## src/rtl/mbscore_int_arbiter_pkg.sv

```systemverilog
// Shared constants for the interrupt arbiter and its consumers.
//   - Default source count and vector width.
//   - Vector codes: each source bit index i maps to code i+1, and code 0 means no interrupt.
//   - Arbiter FSM state encoding.
package mbscore_int_arbiter_pkg;

    localparam int unsigned NumSrc   = 7;
    localparam int unsigned VecWidth = 3;

    typedef logic [VecWidth-1:0] vec_t;

    // Source bit 0 (syscall) has the highest priority.
    localparam vec_t VecNone    = 3'd0;
    localparam vec_t IntSyscall = 3'd1;
    localparam vec_t IntTimer   = 3'd2;
    localparam vec_t IntUart    = 3'd3;
    localparam vec_t IntSpi     = 3'd4;
    localparam vec_t IntGpio    = 3'd5;
    localparam vec_t IntExt     = 3'd6;
    localparam vec_t IntCf      = 3'd7;

    typedef enum logic [1:0] {
        StIdle    = 2'd0,
        StReq     = 2'd1,
        StService = 2'd2
    } arb_state_e;

endpackage

```

## src/rtl/mbscore_prio_enc.sv

```systemverilog
// Combinational lowest-index-first priority encoder.
//   req_i   : request vector, bit 0 has the highest priority
//   valid_o : at least one request bit is set
//   idx_o   : index of the lowest set bit; 0 when valid_o is low
module mbscore_prio_enc #(
    parameter int unsigned NSrc = 7,
    parameter int unsigned VecW = 3
) (
    input  logic [NSrc-1:0] req_i,
    output logic            valid_o,
    output logic [VecW-1:0] idx_o
);

    // Scan from the top down so the lowest set index is the last one written.
    always_comb begin
        valid_o = 1'b0;
        idx_o   = '0;
        for (int i = NSrc - 1; i >= 0; i--) begin
            if (req_i[i]) begin
                valid_o = 1'b1;
                idx_o   = VecW'(i);
            end
        end
    end

endmodule

```

## src/rtl/mbscore_int_arbiter.sv

```systemverilog
// Interrupt arbiter: latches rising edges of the request lines as pending, applies the software
// mask and fixed priority, and offers one vector at a time to the core interrupt controller.
// After the core acknowledges, no further vector is offered until the handler returns.
//   clk_i        : clock, all logic on posedge
//   rst_i        : synchronous active-high reset
//   irq_in_i     : level requests; a 0->1 transition sets the pending bit
//   mask_we_i    : mask write strobe; new mask applies from the next cycle
//   mask_wdata_i : new mask value, 1 = source enabled
//   gie_i        : global interrupt enable from the core
//   int_ack_i    : core took the jump for the offered vector (pulse)
//   int_done_i   : handler returned (pulse)
//   int_vec_o    : offered vector code, 0 when nothing is offered
//   int_en_n_o   : low while int_vec_o is being offered
//   pending_o    : pending register for status reads
//   in_service_o : high from acknowledge until done
module mbscore_int_arbiter
    import mbscore_int_arbiter_pkg::*;
#(
    parameter int unsigned NSrc = NumSrc,
    parameter int unsigned VecW = VecWidth
) (
    input  logic            clk_i,
    input  logic            rst_i,
    input  logic [NSrc-1:0] irq_in_i,
    input  logic            mask_we_i,
    input  logic [NSrc-1:0] mask_wdata_i,
    input  logic            gie_i,
    input  logic            int_ack_i,
    input  logic            int_done_i,
    output logic [VecW-1:0] int_vec_o,
    output logic            int_en_n_o,
    output logic [NSrc-1:0] pending_o,
    output logic            in_service_o
);

    logic [NSrc-1:0] irq_d_q;
    logic [NSrc-1:0] mask_q;
    logic [NSrc-1:0] pending_q, pending_d;
    logic [VecW-1:0] sel_q;
    logic [VecW-1:0] int_vec_q;
    logic            int_en_n_q;
    logic            in_service_q;
    arb_state_e      state_q;

    logic [NSrc-1:0] irq_rise;
    logic [NSrc-1:0] pend_clr;
    logic [NSrc-1:0] elig;
    logic            win_valid;
    logic [VecW-1:0] win_idx;
    logic            take_ack;

    assign irq_rise = irq_in_i & ~irq_d_q;
    assign elig     = pending_q & mask_q;
    assign take_ack = (state_q == StReq) && int_ack_i;

    mbscore_prio_enc #(
        .NSrc (NSrc),
        .VecW (VecW)
    ) u_prio_enc (
        .req_i   (elig),
        .valid_o (win_valid),
        .idx_o   (win_idx)
    );

    // Clear is applied after set, so a new edge on the bit being acknowledged is dropped on
    // purpose: the handler about to run services that source anyway. Edges on other bits are
    // kept.
    always_comb begin
        pend_clr = '0;
        if (take_ack) begin
            pend_clr[sel_q] = 1'b1;
        end
        pending_d = (pending_q | irq_rise) & ~pend_clr;
    end

    always_ff @(posedge clk_i) begin
        if (rst_i) begin
            irq_d_q      <= '0;
            mask_q       <= '0;
            pending_q    <= '0;
            sel_q        <= '0;
            int_vec_q    <= '0;
            int_en_n_q   <= 1'b1;
            in_service_q <= 1'b0;
            state_q      <= StIdle;
        end else begin
            irq_d_q   <= irq_in_i;
            pending_q <= pending_d;
            if (mask_we_i) begin
                mask_q <= mask_wdata_i;
            end

            unique case (state_q)
                StIdle: begin
                    if (gie_i && win_valid) begin
                        state_q    <= StReq;
                        sel_q      <= win_idx;
                        int_vec_q  <= win_idx + VecW'(1);
                        int_en_n_q <= 1'b0;
                    end
                end
                StReq: begin
                    // The offered vector is frozen; a higher-priority arrival does not replace
                    // it. Acknowledge takes precedence over withdrawal.
                    if (int_ack_i) begin
                        state_q      <= StService;
                        int_vec_q    <= '0;
                        int_en_n_q   <= 1'b1;
                        in_service_q <= 1'b1;
                    end else if (!gie_i || !elig[sel_q]) begin
                        state_q    <= StIdle;
                        int_vec_q  <= '0;
                        int_en_n_q <= 1'b1;
                    end
                end
                StService: begin
                    if (int_done_i) begin
                        state_q      <= StIdle;
                        in_service_q <= 1'b0;
                    end
                end
                default: begin
                    state_q    <= StIdle;
                    int_vec_q  <= '0;
                    int_en_n_q <= 1'b1;
                end
            endcase
        end
    end

    assign int_vec_o    = int_vec_q;
    assign int_en_n_o   = int_en_n_q;
    assign pending_o    = pending_q;
    assign in_service_o = in_service_q;

endmodule
```

## config.mk

```make
export PLATFORM = sky130hd
export DESIGN_NAME = mbscore_int_arbiter
export DESIGN_NICKNAME = d
export VERILOG_FILES = /design/src/rtl/mbscore_int_arbiter_pkg.sv /design/src/rtl/mbscore_prio_enc.sv /design/src/rtl/mbscore_int_arbiter.sv
export SDC_FILE = /design/constraint.sdc
export NUM_CORES = 1
export LEC_CHECK = 0
export CAP_MARGIN = 15
export CORE_MARGIN = 2
export CORE_UTILIZATION = 28
export CTS_CLUSTER_SIZE = 24
export DETAILED_ROUTE_END_ITERATION = 10
export PLACE_DENSITY = 0.6
export SYNTH_ARGS = -nofsm -noshare
export SYNTH_HDL_FRONTEND = slang
export SYNTH_SLANG_ARGS = --single-unit
```

## constraint.sdc

```tcl
create_clock -name clk_i -period 1.5 [get_ports clk_i]
set_input_delay 0.15 -clock clk_i [delete_from_list [all_inputs] [get_ports clk_i]]
set_output_delay 0.15 -clock clk_i [all_outputs]
set_load 0.05 [all_outputs]
```

# Word level (Yosys, flattened, before mapping)
# Index checks and enable logic that the tools add are counted.
dict set report totals {
  reg_bits 31
  latch_bits 0
  mem_bits_rw 0
  romBits 0
  input_bits 20
  out_inout_bits 12
  word_cells 71
  n_memories 0
}
dict set report classes {
  add_sub_neg 1
  mul 0
  div 0
  magnitude_cmp 2
  eq_ne 6
  shifts 0
  n_mux 35
  n_bitwise 7
  n_reduce_logical 12
}
# cell n
set op_table {}
lappend op_table {{$mux W3} 10}
lappend op_table {{$and A7 B7 Y7} 3}
lappend op_table {{$mux W1} 14}
lappend op_table {{$not A7 Y7} 2}
lappend op_table {{$pmux W3 S3} 1}
lappend op_table {{$reduce_and A3 Y1} 3}
lappend op_table {{$mux W2} 4}
lappend op_table {{$mux W7} 1}
lappend op_table {{$or A7 B7 Y7} 1}
lappend op_table {{$ne A2 B2 Y1 const B} 3}
lappend op_table {{$pmux W2 S3} 1}
lappend op_table {{$lt A3 B4 Y1 const B} 1}
lappend op_table {{$add A3 B1 Y3 const B} 1}
lappend op_table {{$bmux W1 S3} 1}
lappend op_table {{$demux W1 S3} 1}
lappend op_table {{$ge A3 B1 Y1 const B} 1}
lappend op_table {{$logic_and A1 B1 Y1} 3}
lappend op_table {{$ne A3 B2 Y1 const B} 1}
lappend op_table {{$pmux W1 S3} 1}
lappend op_table {{$eq A2 B1 Y1 const B} 1}
lappend op_table {{$eq A2 B2 Y1 const B} 1}
lappend op_table {{$logic_not A1 Y1} 2}
lappend op_table {{$logic_not A2 Y1} 1}
lappend op_table {{$pmux W1 S2} 1}
lappend op_table {{other kinds (4)} 4}

# Logic depth before layout (Yosys ltp)
dict set report logic_depth {
  ltp_word 11
  ltp_mapped 6
  depth_no_buf 6
}

# Hierarchy
# Synthesis repeated with hierarchy kept, for this count alone.
dict set report hier_totals {
  cells_unflattened 146
  area_unflattened_um2 1342.5
}
# mod n_inst cells_each area_each_um2 seq_area_each_um2
set modules_own_cells {}
lappend modules_own_cells {mbscore_int_arbiter 1 135 1276.2 620.6}
lappend modules_own_cells {mbscore_prio_enc 1 11 66.3 0.0}

# Worst setup path after synthesis
# OpenSTA, ideal clock, no wires.
dict set report synth_path {
  kind {register to register}
  from {reg pending_q[0], in the netlist pending_o[0]}
  to {reg int_en_n_q, in the netlist int_en_n_o}
  setup_ns 0.122
  arrival_ns 1.878
  required_time_ns 1.378
  setup_slack_ns -0.500
  stages_incl_launch_ff 5
  path_buffers 0
  period_less_slack_ns 2.000
  path_cell_list {dfxtp_1 > nand2_1 > mux4_2 > a21o_1 > a221o_1}
}
dict set report synth_between {
  elab_chain_len 7
  word_cells_on_any_way 10
  classes_between {eq/ne: 2; mux: 3; bitwise: 1; reduce/logical: 4}
}
# item line
set synth_lines {}
lappend synth_lines {{start: declaration} mbscore_int_arbiter.sv:38} ;# logic [NSrc-1:0] pending_q, pending_d;
lappend synth_lines {{start signal: assignment} mbscore_int_arbiter.sv:88} ;# pending_q <= pending_d;
lappend synth_lines {{$and A7 B7 Y7 *} mbscore_int_arbiter.sv:53} ;# assign elig = pending_q & mask_q;
lappend synth_lines {{$bmux W1 S3} mbscore_int_arbiter.sv:110} ;# end else if (!gie_i || !elig[sel_q]) begin
lappend synth_lines {{$mux W1 (implied by the code)} mbscore_int_arbiter.sv:110}
lappend synth_lines {{$logic_not A1 Y1} mbscore_int_arbiter.sv:110}
lappend synth_lines {{$logic_or A1 B1 Y1} mbscore_int_arbiter.sv:110}
lappend synth_lines {{$ne A3 B2 Y1 (no line)} --}
lappend synth_lines {{$reduce_and A3 Y1 (no line) *} --}
lappend synth_lines {{end signal: assignment} mbscore_int_arbiter.sv:108} ;# int_en_n_q <= 1'b1;
lappend synth_lines {{end signal: assignment} mbscore_int_arbiter.sv:113} ;# int_en_n_q <= 1'b1;
lappend synth_lines {{end signal: assignment} mbscore_int_arbiter.sv:125} ;# int_en_n_q <= 1'b1;
lappend synth_lines {{end: declaration} mbscore_int_arbiter.sv:41} ;# logic int_en_n_q;
# Every way passes the cells marked *; elsewhere a longest branch is shown, timed or not. The select of a mux whose other input is x is not followed.
# A chain may end at the register's enable or synchronous reset.

# Worst setup path in the final report
dict set report layout_path {
  from {reg pending_q[6], in the netlist pending_o[6]}
  to {reg int_vec_q[2], in the netlist int_vec_o[2]}
}
dict set report layout_between {
  elab_chain_len 11
  word_cells_on_any_way 26
  classes_between {add/sub: 1; eq/ne: 2; mux: 18; bitwise: 1; reduce/logical: 4}
}
# item line
set layout_lines {}
lappend layout_lines {{$and A7 B7 Y7 *} mbscore_int_arbiter.sv:53}
lappend layout_lines {{$mux W3 / $mux W1 (equally long branches) (7 in a row)} mbscore_prio_enc.sv:19} ;# if (req_i[i]) begin
lappend layout_lines {{$add A3 B1 Y3 / $logic_and A1 B1 Y1 (equally long branches)} {mbscore_int_arbiter.sv:98, mbscore_int_arbiter.sv:95}}
lappend layout_lines {{$mux W3 / $ne A2 B2 Y1 (equally long branches)} --}
lappend layout_lines {{$pmux W3 S3 / $reduce_and A3 Y1 (equally long branches)} --}
lappend layout_lines {{end signal: assignment} mbscore_int_arbiter.sv:98} ;# int_vec_q <= win_idx + VecW'(1);
lappend layout_lines {{end: declaration} mbscore_int_arbiter.sv:40} ;# logic [VecW-1:0] int_vec_q;
# Marks and branches as above.

==> metrics <==
die area=5313 µm²; count of state elements after synthesis=31; starting utilization of the core area=0.2851; Comb pwr share=0.192; DRC violations left=0; netlist area before placement=1329 µm²; main area contributors after synthesis=sky130_fd_sc_hd__dfxtp_1 47%, sky130_fd_sc_hd__mux2i_1 7.5%, sky130_fd_sc_hd__a21oi_1 4.5%; total global-route track usage=0.1345; Net Switching=0.0005522 W; WL per Instance=12.77 µm; crit path setup slack, layout=-0.1841 ns; number of routed nets with antenna violations=0; Setup Viol. Count Final=8; crit-path cells=a222oi_1 > buf_4 > a41oi_2 > or2_1 > a211o_1 > o41ai_2; global-route wire length before repair=approximately 5300 µm; Data required, critical path=1.69 ns; RSZ-0062 raised after global routing=true; instance count along the most critical hold path=2; main flop type after synthesis=sky130_fd_sc_hd__dfxtp_1; highest cell delay on the worst timing path=about 0.36 ns; number of core rows=25; antenna diode count=0; buffer and inverter count on the worst path=1; Post-CTS Hold Buffers=0; initial antenna violation count=0; core region area=around 4700 µm²; count of input and output buffers=31; fin crit period=1.684 ns; switching power share of the total=0.2551; I/O pin count=32; synthesized area divided by synthesized cell count=between 9 and 10 µm²; kind of critical path=reg2reg; grt total ovfl=0; share of Yosys cell area claimed by the top area cell type=0.4670; cell with the biggest individual delay on the critical path=sky130_fd_sc_hd__a222oi_1; Syn-to-layout area delta=59.42%; proportion of synthesized flip-flops having asynchronous set or reset=0; Setup Total Neg Slack=-0.8921 ns; family with the most delay on the worst path=compound AO/OA/AOI/OAI gates; transition time at the pin with the least slew margin=0.3836 ns; insertion delay to the later sink of the worst-skew pair=roughly 0.28 ns; maximum frequency from static timing analysis=roughly 590 MHz; path category of the worst min-delay check=in2reg; Relative slew margins=0.7408; library cell with the largest summed area after synthesis=sky130_fd_sc_hd__dfxtp_1; power density over cell area=1022 nW/µm²; cell count after synthesis=142; FF/Latch Area=648.1 µm²; element type at the critical path end=flop; DP Worst Slack=-0.3221 ns; violated checks=setup timing; worst IR drop on VDD=0.0005524 V; clock-pin slew reported for the worst setup and hold paths after clock tree synthesis=0.06 ns; sequential-to-total area share from yosys stat=0.4670; Num CTS Buffers=5; commonest cells after routing, fill and taps aside=42 x sky130_fd_sc_hd__buf_4, 19 x sky130_fd_sc_hd__dfxtp_1, 19 x sky130_fd_sc_hd__clkdlybuf4s50_1, 14 x sky130_fd_sc_hd__nor2_1, 11 x sky130_fd_sc_hd__inv_1; yosys synthesis warning count=0; via count of the first global-routing pass=around 1200; Reg2Reg Depth=6; DR pass1 iterations=4; unique cell type count in the Yosys netlist=37; count of vias placed by the detailed router=1210; post-DP HPWL=2483 µm; relative contribution of sequential cells to total power=0.417; run status=complete, but fails checks; number of DRC markers after the initial detailed-route iteration=71; Post-Syn Nets=between 150 and 200; fraction of final layout cells with drive strength greater than 1=0.3923; die height=72.89 µm; clock tree from TritonCTS=built; CP Launch Type=flop; area of the multi-input gates=around 690 µm²; Die X-Extent=about 73 µm; pin count of the biggest net entering global routing=32; largest fanout on the critical path=3; Slew Limit Fails=0; count of max-cap constraint violations=0; most common cell after layout, fill and taps aside=sky130_fd_sc_hd__buf_4; Final Cycle Share=1.123; number of fill cells=456; total number of H-tree levels=2; post-DR vias/cell=4.601; clock power share=0.391; final layout net count=229; number of cells on the critical path=6; Clock Sink Count=31; total internal power=0.001612 W; leakage power figure=a little under 0.9 nW; buffer type at the clock tree root=sky130_fd_sc_hd__clkbuf_8; number of enable-type register cells in the synthesized netlist=0; Post-Route WL=3359 µm; Max clock buf depth=2; Final Hold Violating Endpoints=0; post-route clock skew=0.003604 ns; gp weighted congestion=0.7610; Arr. time, crit path=roughly 1.9 ns
stage by stage:
step	power, W	util	hold slack, ns	instances	area (µm²)
floorplan	0.001122	-	0.2782	142	1354
global placement	0.001314	0.4153	0.4566	254	1936
detailed placement	0.001316	0.4153	0.4625	254	1936
CTS	0.002187	0.4456	0.4428	261	2077
global route	0.002268	0.4545	0.4494	263	2118
finish	0.002165	0.4545	0.4585	263	2118
kinds of logic after synthesis:
group / after synthesis / synth area share
muxes: 12 / 0.1008
DFF: 31 / 0.4670
AOI/OAI and AO/OA: 32 / 0.1770
and+or+nand+nor: 48 / 0.1912
buffers and inverters: 17 / 0.04801
adders and majority gates: 1 / 0.009415
xor gates and xnor gates: 1 / 0.006593
worst register-to-register path: cells and delay by family, from the launching register on:
kind,cells,cell delay (ns)
AOI/OAI and AO/OA,4,0.79
DFF,1,0.35
and+or+nand+nor,1,0.26
buffers and inverters,1,0.19
sequential cells by signal, summed over array words and instances, names as in the netlist:
signal / flops
int_en_n_o: 1
state_q: 2
int_vec_o: 3
mask_q: 7
pending_o: 7
irq_d_q: 7
in_service_o: 1
sel_q: 3
cells in the mapped netlist (all sizes together) (2+ instances only):
| master | number |
|---|---|
| dfxtp | 31 |
| nor2 | 14 |
| a21oi | 12 |
| inv | 12 |
| nand2 | 12 |
| mux2i | 10 |
| nor2b | 9 |
| a211oi | 6 |
| clkbuf | 4 |
| and4b | 2 |
| nor4bb | 2 |
| o21ai | 2 |
| o32ai | 2 |
| o41ai | 2 |
| or2 | 2 |
per-layer routing:
metal / vias to the layer above / global-route usage / routed length, µm
li1: 635 / - / -
met4: 0 / 0.05556 / 34
met2: 32 / 0.2111 / 1569
met3: 4 / 0.04972 / 189
met5: - / 0 / 0
met1: 539 / 0.1664 / 1567
timing repair:
item | 4_1_cts | 5_1_grt
gates resized for setup | 10 | 8
buffers inserted | 0 | 2
setup endpoints to repair | 8 | 8
pin swaps | 4 | 1
area by class of cell:
type / count / share of cell area
clock inverter: 2 / 0.01654
tap: 54 / 0.03190
inverter: 12 / 0.02126
multi-input combinational: 94 / 0.3266
clock buffer: 6 / 0.03898
timing repair buffer: 64 / 0.2587
sequential: 31 / 0.3060
power groups by stage:
stage | sequential (W) | clock [W] | combinational [W]
after global routing | 0.000909 | 0.000917 | 0.000442
after floorplan | 0.000998 | 0 | 0.000124
final | 0.000903 | 0.000847 | 0.000415
after CTS | 0.000902 | 0.000879 | 0.000406
after detailed placement | 0.000920 | 0 | 0.000397
after global placement | 0.000919 | 0 | 0.000395
worst paths after layout:
kind,slack [ns],start,endpoint
worst max-delay path,-0.18,pending_o[6]$_SDFF_PP0_,int_vec_o[2]$_SDFFE_PP0P_
worst min-delay path,0.46,irq_in_i[0],irq_d_q[0]$_SDFF_PP0_
worst max register to register,-0.18,pending_o[6]$_SDFF_PP0_,int_vec_o[2]$_SDFFE_PP0P_
worst min register to register,0.47,in_service_o$_SDFFE_PP0P_,in_service_o$_SDFFE_PP0P_
Power figures use the tool's default switching activity.
